$ cat src/rtl/mem_access_ctrl_pkg.sv
// rtl/mem_access_ctrl_pkg.sv - shared encodings for the MEM-stage access controller
package mem_access_ctrl_pkg;

  localparam logic [1:0] SZ_BYTE = 2'b00;
  localparam logic [1:0] SZ_HALF = 2'b01;
  localparam logic [1:0] SZ_WORD = 2'b10;
  localparam logic [1:0] SZ_BAD  = 2'b11;

  localparam logic RW_READ  = 1'b0;
  localparam logic RW_WRITE = 1'b1;

  localparam int ADDR_LIMIT_DEFAULT = 256;

  typedef enum logic [1:0] {
    ST_IDLE   = 2'd0,
    ST_ACCESS = 2'd1,
    ST_GAP    = 2'd2,
    ST_FAULT  = 2'd3
  } state_t;

  function automatic logic [2:0] size_bytes(input logic [1:0] size);
    case (size)
      SZ_BYTE: size_bytes = 3'd1;
      SZ_HALF: size_bytes = 3'd2;
      default: size_bytes = 3'd4;
    endcase
  endfunction

endpackage

$ cat src/rtl/mem_access_ctrl_load_extend.sv
// rtl/mem_access_ctrl_load_extend.sv - sign/zero extension of right-aligned load data
module load_extend
  import mem_access_ctrl_pkg::*;
(
  input  logic [1:0]  size,
  input  logic        sgn,
  input  logic [31:0] din,
  output logic [31:0] dout
);

  always_comb begin
    dout = din;
    case (size)
      SZ_BYTE: dout = {{24{sgn & din[7]}}, din[7:0]};
      SZ_HALF: dout = {{16{sgn & din[15]}}, din[15:0]};
      default: dout = din;
    endcase
  end

endmodule

$ cat src/rtl/mem_access_ctrl.sv
// rtl/mem_access_ctrl.sv - load/store and block-transfer sequencer driving data_ram256x8
module mem_access_ctrl
  import mem_access_ctrl_pkg::*;
#(
  parameter int RAM_LAT    = 1,
  parameter int ADDR_LIMIT = ADDR_LIMIT_DEFAULT
) (
  input  logic        clk,
  input  logic        reset,
  input  logic        ReqValid,
  output logic        ReqReady,
  input  logic        ReqRW,
  input  logic [1:0]  ReqSize,
  input  logic        ReqSigned,
  input  logic [31:0] ReqAddr,
  input  logic [31:0] ReqWData,
  input  logic [3:0]  ReqCount,
  output logic        WReq,
  input  logic [31:0] WData,
  output logic        RspValid,
  output logic [31:0] RspData,
  output logic        RspLast,
  output logic        Fault,
  output logic        Stall,
  output logic        RamEnable,
  output logic        RamRW,
  output logic [1:0]  RamSize,
  output logic [31:0] RamAddr,
  output logic [31:0] RamDataIn,
  input  logic [31:0] RamDataOut
);

  localparam logic [2:0] LAT_LAST = 3'(RAM_LAT - 1);

  state_t      state_q, state_d;
  logic [2:0]  lat_q, lat_d;
  logic [3:0]  beats_q, beats_d;
  logic [31:0] addr_q, addr_d;
  logic [31:0] wdata_q, wdata_d;
  logic [31:0] rdata_q, rdata_d;
  logic        rw_q, rw_d;
  logic        signed_q, signed_d;
  logic [1:0]  size_q, size_d;
  logic        ram_en_q, ram_en_d;

  logic [3:0]  req_beats;
  logic [33:0] req_end;
  logic        req_fault;
  logic [31:0] ext_data;

  load_extend u_load_extend (
    .size (size_q),
    .sgn  (signed_q),
    .din  (RamDataOut),
    .dout (ext_data)
  );

  // Range is checked for the whole block so the incrementing address can never wrap.
  always_comb begin
    req_beats = (ReqCount == 4'd0) ? 4'd1 : ReqCount;
    req_end   = {2'b00, ReqAddr} + 34'(size_bytes(ReqSize)) * 34'(req_beats);
    req_fault = (ReqSize == SZ_BAD)
             || ((req_beats > 4'd1) && (ReqSize != SZ_WORD))
             || ((ReqSize == SZ_HALF) && ReqAddr[0])
             || ((ReqSize == SZ_WORD) && (ReqAddr[1:0] != 2'b00))
             || (req_end > 34'(ADDR_LIMIT));
  end

  always_ff @(posedge clk) begin
    if (reset) begin
      state_q  <= ST_IDLE;
      lat_q    <= '0;
      beats_q  <= '0;
      addr_q   <= '0;
      wdata_q  <= '0;
      rdata_q  <= '0;
      rw_q     <= 1'b0;
      signed_q <= 1'b0;
      size_q   <= '0;
      ram_en_q <= 1'b0;
    end else begin
      state_q  <= state_d;
      lat_q    <= lat_d;
      beats_q  <= beats_d;
      addr_q   <= addr_d;
      wdata_q  <= wdata_d;
      rdata_q  <= rdata_d;
      rw_q     <= rw_d;
      signed_q <= signed_d;
      size_q   <= size_d;
      ram_en_q <= ram_en_d;
    end
  end

  always_comb begin
    state_d  = state_q;
    lat_d    = lat_q;
    beats_d  = beats_q;
    addr_d   = addr_q;
    wdata_d  = wdata_q;
    rdata_d  = rdata_q;
    rw_d     = rw_q;
    signed_d = signed_q;
    size_d   = size_q;
    case (state_q)
      ST_IDLE: begin
        if (ReqValid) begin
          rw_d     = ReqRW;
          size_d   = ReqSize;
          signed_d = ReqSigned;
          addr_d   = ReqAddr;
          wdata_d  = ReqWData;
          beats_d  = req_beats;
          lat_d    = '0;
          rdata_d  = '0;
          state_d  = req_fault ? ST_FAULT : ST_ACCESS;
        end
      end
      ST_ACCESS: begin
        if (lat_q == LAT_LAST) begin
          rdata_d = (rw_q == RW_READ) ? ext_data : 32'd0;
          state_d = ST_GAP;
        end else begin
          lat_d = lat_q + 3'd1;
        end
      end
      ST_GAP: begin
        if (beats_q > 4'd1) begin
          addr_d  = addr_q + 32'd4;
          beats_d = beats_q - 4'd1;
          lat_d   = '0;
          if (rw_q == RW_WRITE) wdata_d = WData;
          state_d = ST_ACCESS;
        end else begin
          state_d = ST_IDLE;
        end
      end
      default: state_d = ST_IDLE;
    endcase
    // Enable is a flop of its own so the RAM sees a clean, registered strobe.
    ram_en_d = (state_d == ST_ACCESS);
  end

  always_comb begin
    ReqReady  = (state_q == ST_IDLE);
    Stall     = (state_q != ST_IDLE);
    RspValid  = (state_q == ST_GAP) || (state_q == ST_FAULT);
    RspLast   = (state_q == ST_FAULT) || ((state_q == ST_GAP) && (beats_q == 4'd1));
    Fault     = (state_q == ST_FAULT);
    RspData   = (state_q == ST_GAP) ? rdata_q : 32'd0;
    WReq      = (state_q == ST_GAP) && (rw_q == RW_WRITE) && (beats_q > 4'd1);
    RamEnable = ram_en_q;
    RamRW     = rw_q;
    RamSize   = size_q;
    RamAddr   = addr_q;
    RamDataIn = wdata_q;
  end

endmodule

$ cat config.mk
export PLATFORM = sky130hd
export DESIGN_NAME = mem_access_ctrl
export DESIGN_NICKNAME = d
export VERILOG_FILES = /design/src/rtl/mem_access_ctrl_pkg.sv /design/src/rtl/mem_access_ctrl_load_extend.sv /design/src/rtl/mem_access_ctrl.sv
export SDC_FILE = /design/constraint.sdc
export NUM_CORES = 1
export LEC_CHECK = 0
export CELL_PAD_IN_SITES_DETAIL_PLACEMENT = 1
export CELL_PAD_IN_SITES_GLOBAL_PLACEMENT = 1
export CORE_MARGIN = 2
export CORE_UTILIZATION = 32
export DETAILED_ROUTE_END_ITERATION = 10
export GPL_TIMING_DRIVEN = 0
export PLACE_DENSITY = 0.89
export SLEW_MARGIN = 40
export SYNTH_ARGS = -nofsm -noshare
export SYNTH_HDL_FRONTEND = slang
export SYNTH_HIERARCHICAL = 1
export SYNTH_SLANG_ARGS = --single-unit
$ cat constraint.sdc
create_clock -name clk -period 6.2 [get_ports clk]
set_clock_uncertainty 0.15 [all_clocks]
set_input_delay 1.24 -clock clk [delete_from_list [all_inputs] [get_ports clk]]
set_output_delay 1.24 -clock clk [all_outputs]
set_load 0.005 [all_outputs]
# Word level (Yosys, flattened, before mapping)
# Index checks and enable logic that the tools add are counted.
[totals] regBits=110 latchBits=0 ramBits=0 mem_bits_ro=0 in_bits=139 output_inout_bits=106 elab_cells=89 mem_count=0
[op_classes] add_sub_neg=4 mul=1 div=0 order_cmp=3 eq_ne=15 n_shift=0 muxes=27 bitwise_logic=2 reduce_logical=27
[op_table] operator="32-bit 2-to-1 mux" count=9
[op_table] operator="32-bit one-hot mux with 2 select lines" count=4
[op_table] operator="32-bit by 7-bit adder with 33-bit output" count=1
[op_table] operator="33-bit by 9-bit greater-than comparator with 1-bit output, second input constant" count=1
[op_table] operator="32-bit by 3-bit adder with 32-bit output, second input constant" count=1
[op_table] operator="4-bit 2-to-1 mux" count=3
[op_table] operator="2-bit inequality test, second input constant" count=6
[op_table] operator="3-bit 2-to-1 mux" count=3
[op_table] operator="3-bit one-hot mux with 3 select lines" count=1
[op_table] operator="2-bit by 1-bit == test with 1-bit output, second input constant" count=4
[op_table] operator="2-bit == test, second input constant" count=4
[op_table] operator="4-bit by 1-bit greater-than comparator with 1-bit output, second input constant" count=2
[op_table] operator="4-bit one-hot mux with 2 select lines" count=1
[op_table] operator="4-bit AND reduction" count=2
[op_table] operator="2-bit nonzero test" count=4
[op_table] operator="3-bit by 4-bit multiplier with 7-bit output" count=1
[op_table] operator="1-bit logical AND" count=6
[op_table] operator="2-bit logical NOT" count=3
[op_table] operator="1-bit logical OR" count=6
[op_table] operator="2-bit 2-to-1 mux" count=3
[op_table] operator="2-bit one-hot mux with 3 select lines" count=1
[op_table] operator="3-bit one-hot mux with 2 select lines" count=1
[op_table] operator="3-bit AND reduction" count=2
[op_table] operator="4-bit by 1-bit == test with 1-bit output, second input constant" count=1
[op_table] operator="8 further kinds" count=9

# Logic depth before layout (Yosys ltp)
[depth] word_depth=12 mapped_depth=17 mapped_depth_nobuf=15

# Modules after synthesis
# The synthesis kept the hierarchy.
[modules_own_cells] module="mem_access_ctrl" instances=1 cells_each=892 area_per_inst_um2=6457.4 seq_area_each_um2=2202.1
[modules_own_cells] module="load_extend" instances=1 cells_each=66 area_per_inst_um2=385.4 seq_area_each_um2=0.0

# Least setup slack after synthesis
# Ideal clock, no wire load.
[synth_path] kind="input to register" start="input ReqCount[1]" end="register ram_en_q (netlist: RamEnable)" setup_time_ns=0.059 arrival_time_ns=4.907 required_time_ns=5.991 path_slack_ns=1.084 cell_stages=15 n_path_buf=1 cell_sequence="nor3_1 > o21ai_0 > fa_1 > inv_1 > fa_1 > fa_1 > a21o_1 > a221oi_1 > buf_2 > nor3_1 > xor2_1 > nor4_1 > nand4_1 > o31ai_1 > and2_1"
[synth_via] elab_chain_len=12 word_cells_on_any_way=15 cone_classes="add/sub: 1; mul: 1; order compare: 2; eq/ne: 1; mux: 4; reduce/logical: 6"
[synth_lines] element="start, declared" line="mem_access_ctrl.sv:17" text="input logic [3:0] ReqCount,"
[synth_lines] element="4-bit logical NOT" line="mem_access_ctrl.sv:60" text="req_beats = (ReqCount == 4'd0) ? 4'd1 : ReqCount;"
[synth_lines] element="4-bit 2-to-1 mux (*)" line="mem_access_ctrl.sv:60"
[synth_lines] element="branches (longest 5 deep; another with 32-bit by 7-bit adder with 33-bit output)"
[synth_lines] element="1-bit logical OR (*)" line="mem_access_ctrl.sv:66" text="|| (req_end > 34'(ADDR_LIMIT));"
[synth_lines] element="2-bit 2-to-1 mux (*)" line="mem_access_ctrl.sv:116" text="state_d = req_fault ? ST_FAULT : ST_ACCESS;"
[synth_lines] element="2-bit 2-to-1 mux (*)" line="mem_access_ctrl.sv:107" text="if (ReqValid) begin"
[synth_lines] element="2-bit one-hot mux with 3 select lines (*)" line="mem_access_ctrl.sv:105" text="case (state_q)"
[synth_lines] element="2-bit by 1-bit == test with 1-bit output (*)" line="mem_access_ctrl.sv:141" text="ram_en_d = (state_d == ST_ACCESS);"
[synth_lines] element="end signal, assigned" line="mem_access_ctrl.sv:91" text="ram_en_q <= ram_en_d;"
[synth_lines] element="end, declared" line="mem_access_ctrl.sv:44" text="logic ram_en_q, ram_en_d;"
# Mark *: on every way between the ends.
# A chain may end at the register's enable or synchronous reset.

# Final worst setup path
# Same ends and word-level chain as after synthesis.

==> impl_metrics.py <==
metrics = {
    "sta": {
        "hold_violations": 0,
        "drv_slew": 0,
        "hold_ws_ns": 0.301,
        "max_freq_ghz": 0.173,
        "fin_crit_sh": 0.931,
        "period_minus_slack_ns": 5.77,
        "setup_viol": 0,
        "worst_pin_slew_ns": 0.848,
        "grt_setup_unrepaired": "no",
        "max-slew-margin-rel": 0.427,
    },
    "yosys": {
        "synth_area_sq_um": 6840,
        "ys_ff_latch": 110,
        "syn_inst": 958,
        "synth-main-ff-cell": "dfxtp_1",
        "synth-edff-count": 0,
        "avgSynthCellArea_sq_um": 7.14,
        "ys_seq_area_frac": 0.322,
        "yosysUniqueCellTypes": 64,
        "yosysWarnings": 6,
        "async_reset_ff_frac": 0,
        "syn_nets": 1119,
    },
    "global_routing": {
        "grt_pass1_wl_um": 44600,
        "overflow": 0,
        "antenna_found_initial": 0,
        "grt_max_degree": 19,
        "grtUsageTotal": 0.253,
        "grt_pass1_vias": 8410,
    },
    "cells_and_area": {
        "final_layout_size_suffix_gt1_frac": 0.0439,
        "final_util": 0.467,
        "area_delta_synth_final_pct": 43.4,
        "final_cell_area_sq_um": 9810,
        "n_antenna_cell": 0,
        "nets": 1364,
    },
    "worst_setup_path": {
        "cp_common_cell": "fa_1",
        "end_kind": "flip-flop",
        "crit_type": "input pin to flip-flop",
        "timing.rr.start": "state_q[1]",
        "critPathMaxFanout": 5,
        "start_kind": "input pin",
        "r2r_cells": 9,
        "path_cells": "clkdlybuf4s50_1 > nor3_1 > o21ai_0 > fa_1 > inv_1 > fa_1 > fa_1 > a21o_1 > a221oi_2 > o31ai_1 > a2111o_1 > mux2i_1 > o211ai_1 > o31ai_1 > and2_1",
        "worstPathArrival_ns": 5.93,
        "reg2reg_slack_ns": 3.01,
        "cp_slowest_cell": "fa_1",
        "critPathMaxStageDelay_ns": 0.56,
        "critPathRequiredTime_ns": 6.36,
        "r2r-end": "RamDataIn[10]",
    },
    "routing": {
        "drcViolationCount": 0,
        "first_iter_violations": 544,
        "wl_um": 29100,
        "vias": 8142,
        "drtAntennaViolNets": 0,
        "via_per_inst": 5.49,
        "post_drt_wl_per_cell_um": 19.6,
        "firstDrtPassIters": 5,
    },
    "power": {
        "p_clk_frac": 0.241,
        "p_sw_frac": 0.373,
        "p_int_w": 0.00146,
        "p_sw_w": 0.000869,
        "combPwrFrac": 0.381,
        "vdd.ir_drop.worst_v": 0.000140,
        "p_per_area_nw_per_um2": 237,
        "power_w": 0.00233,
        "pwr-share-seq": 0.378,
        "power_leakage_nw": 3.51,
    },
    "die": {
        "die_w_um": 150,
        "row_count": 53,
        "core-area_sq_um": 21000,
        "dieArea_sq_um": 22600,
        "die-height_um": 150,
        "io_pins": 245,
        "start_util": 0.326,
    },
    "place": {
        "dp_hpwl_um": 22600,
        "portBuffers": 234,
        "placed_area_sq_um": 9530,
        "gp_congestion": 0.938,
    },
    "clock_network": {
        "holdBufCountCts": 0,
        "root_buffer": "clkbuf_16",
        "clk_latency_ns": 0.36,
        "htreeDepth": 3,
        "cts_tree": "yes",
        "cts_buffers": 9,
        "clock_sinks": 110,
        "cts_buffer_depth": 2,
        "clkSlewWorstSetupHoldPaths_ns": 0.08,
    },
    "hold_path": {
        "min_path_cells": 2,
        "hold_start": "rdata_q[0]",
        "min-delay-path-class": "flip-flop to flip-flop",
        "hold_end": "rdata_q[0]",
    },
    "run_status": {
        "status": "finished, final reports clean",
    },
    "flow_run": {
        "cap_violations": 0,
    },
}
## Yosys cell counts, drive strengths merged (9+ instances only)
master  instances  share of area
nand2         192           0.11
dfxtp         110           0.32
nor2           93          0.051
a21oi          78          0.058
o21ai          63          0.048
clkbuf         56          0.031
nand3          52          0.038
and2           46          0.042
a311oi         33          0.042
inv            29          0.016
buf            23          0.022
nor3           22          0.016
ha             15          0.027
nand4          10          0.011
a211oi          9         0.0099
a22oi           9         0.0099
## metrics by stage
step	cells	setup TNS [ns]	worst slack [ns]
after floorplan	958	0	1.08
after global placement	1467	-0.0225	-0.0225
after detailed placement	1467	-0.187	-0.0937
after CTS	1482	0	0.289
after global routing	1482	0	0.0551
final	1482	0	0.426
## timing repair
item / CTS / global route
gates resized for setup: 0 / 1
setup endpoints to repair: 0 / 2
buffers inserted: 0 / 0
## state kept, by name, summed over array words and instances (netlist names)
register   flops
RamAddr       32
RamSize        2
lat_q          3
state_q        2
RamEnable      1
beats_q        4
rdata_q       32
RamRW          1
RamDataIn     32
signed_q       1
## worst max-delay path by stage
stage                start  slack (ns)          to
2_1_floorplan  ReqCount[1]        1.08   RamEnable
3_3_place_gp   ReqCount[1]       -0.02   RamEnable
3_5_place_dp   ReqCount[1]       -0.09  state_q[1]
4_1_cts        ReqCount[1]        0.29   RamEnable
5_1_grt        ReqCount[1]        0.06  state_q[1]
6_report       ReqCount[1]        0.43   RamEnable
## worst max-delay path: cells and delay by family
kind,cells,cell delay [ns]
compound gates,7,1.86
fa+ha+maj,3,1.58
buf+inv,2,0.56
simple gates,2,0.54
mux,1,0.17
## logic make-up (layout without fill, tap and decap cells)
kind of cell | count (synthesis) | after routing | synth area share
fa+ha+maj | 22 | 22 | 0.0479
compound gates | 244 | 244 | 0.229
mux | 8 | 8 | 0.0141
simple gates | 461 | 461 | 0.312
buf+inv | 108 | 357 | 0.0686
xor+xnor | 5 | 5 | 0.00640
flops | 110 | 110 | 0.322
## cell type report
| class | instances | area, sq um |
|---|---|---|
| Sequential cell | 110 | 2200 |
| Buffer | 79 | 360 |
| Fill cell | 2643 | 11200 |
| Inverter | 29 | 109 |
| Clock inverter | 6 | 48.8 |
| Timing Repair Buffer | 234 | 2340 |
| Clock buffer | 9 | 225 |
| Tap cell | 275 | 344 |
| Multi-Input combinational cell | 740 | 4180 |
## per-layer routing
| metal | wire length, um | up-vias | global-route usage |
|---|---|---|---|
| met5 | 0 | - | 0 |
| met4 | 1010 | 0 | 0.0976 |
| met3 | 2110 | 72 | 0.0455 |
| met2 | 13900 | 340 | 0.424 |
| met1 | 12100 | 3885 | 0.322 |
| li1 | - | 3845 | - |
## layout by cell type (no fill, tap or decap), types with 6 or more instances in the layout
| master | netlist | final |
|---|---|---|
| and2_1 | 46 | 46 |
| o31ai_1 | 8 | 8 |
| o21ai_0 | 53 | 53 |
| a211oi_1 | 9 | 9 |
| nand4_1 | 9 | 9 |
| clkbuf_1 | 56 | 56 |
| nor2_1 | 93 | 93 |
| nor4_1 | 6 | 6 |
| a21oi_1 | 77 | 77 |
| nand3_1 | 52 | 52 |
| or3_1 | 7 | 7 |
| fa_1 | 7 | 7 |
| nand2_1 | 192 | 192 |
| clkbuf_16 | 0 | 9 |
| nor2b_1 | 6 | 6 |
| a311oi_1 | 33 | 33 |
| ha_1 | 15 | 15 |
| inv_1 | 29 | 29 |
| a22oi_1 | 9 | 9 |
| clkdlybuf4s50_1 | 0 | 234 |
| buf_4 | 8 | 8 |
| dfxtp_1 | 110 | 110 |
| nor3_1 | 22 | 22 |
| buf_2 | 9 | 9 |
| o21ai_1 | 6 | 6 |
## power by group through the flow
stage / clock network (W) / registers (W) / logic, W
after CTS: 0.000578 / 0.000876 / 0.000886
final: 0.000561 / 0.000880 / 0.000888
after global routing: 0.000602 / 0.000889 / 0.000974
after floorplan: 0 / 0.000874 / 0.000435
after global placement: 0 / 0.000887 / 0.000850
after detailed placement: 0 / 0.000891 / 0.000880
Power figures use the tool's default switching activity.
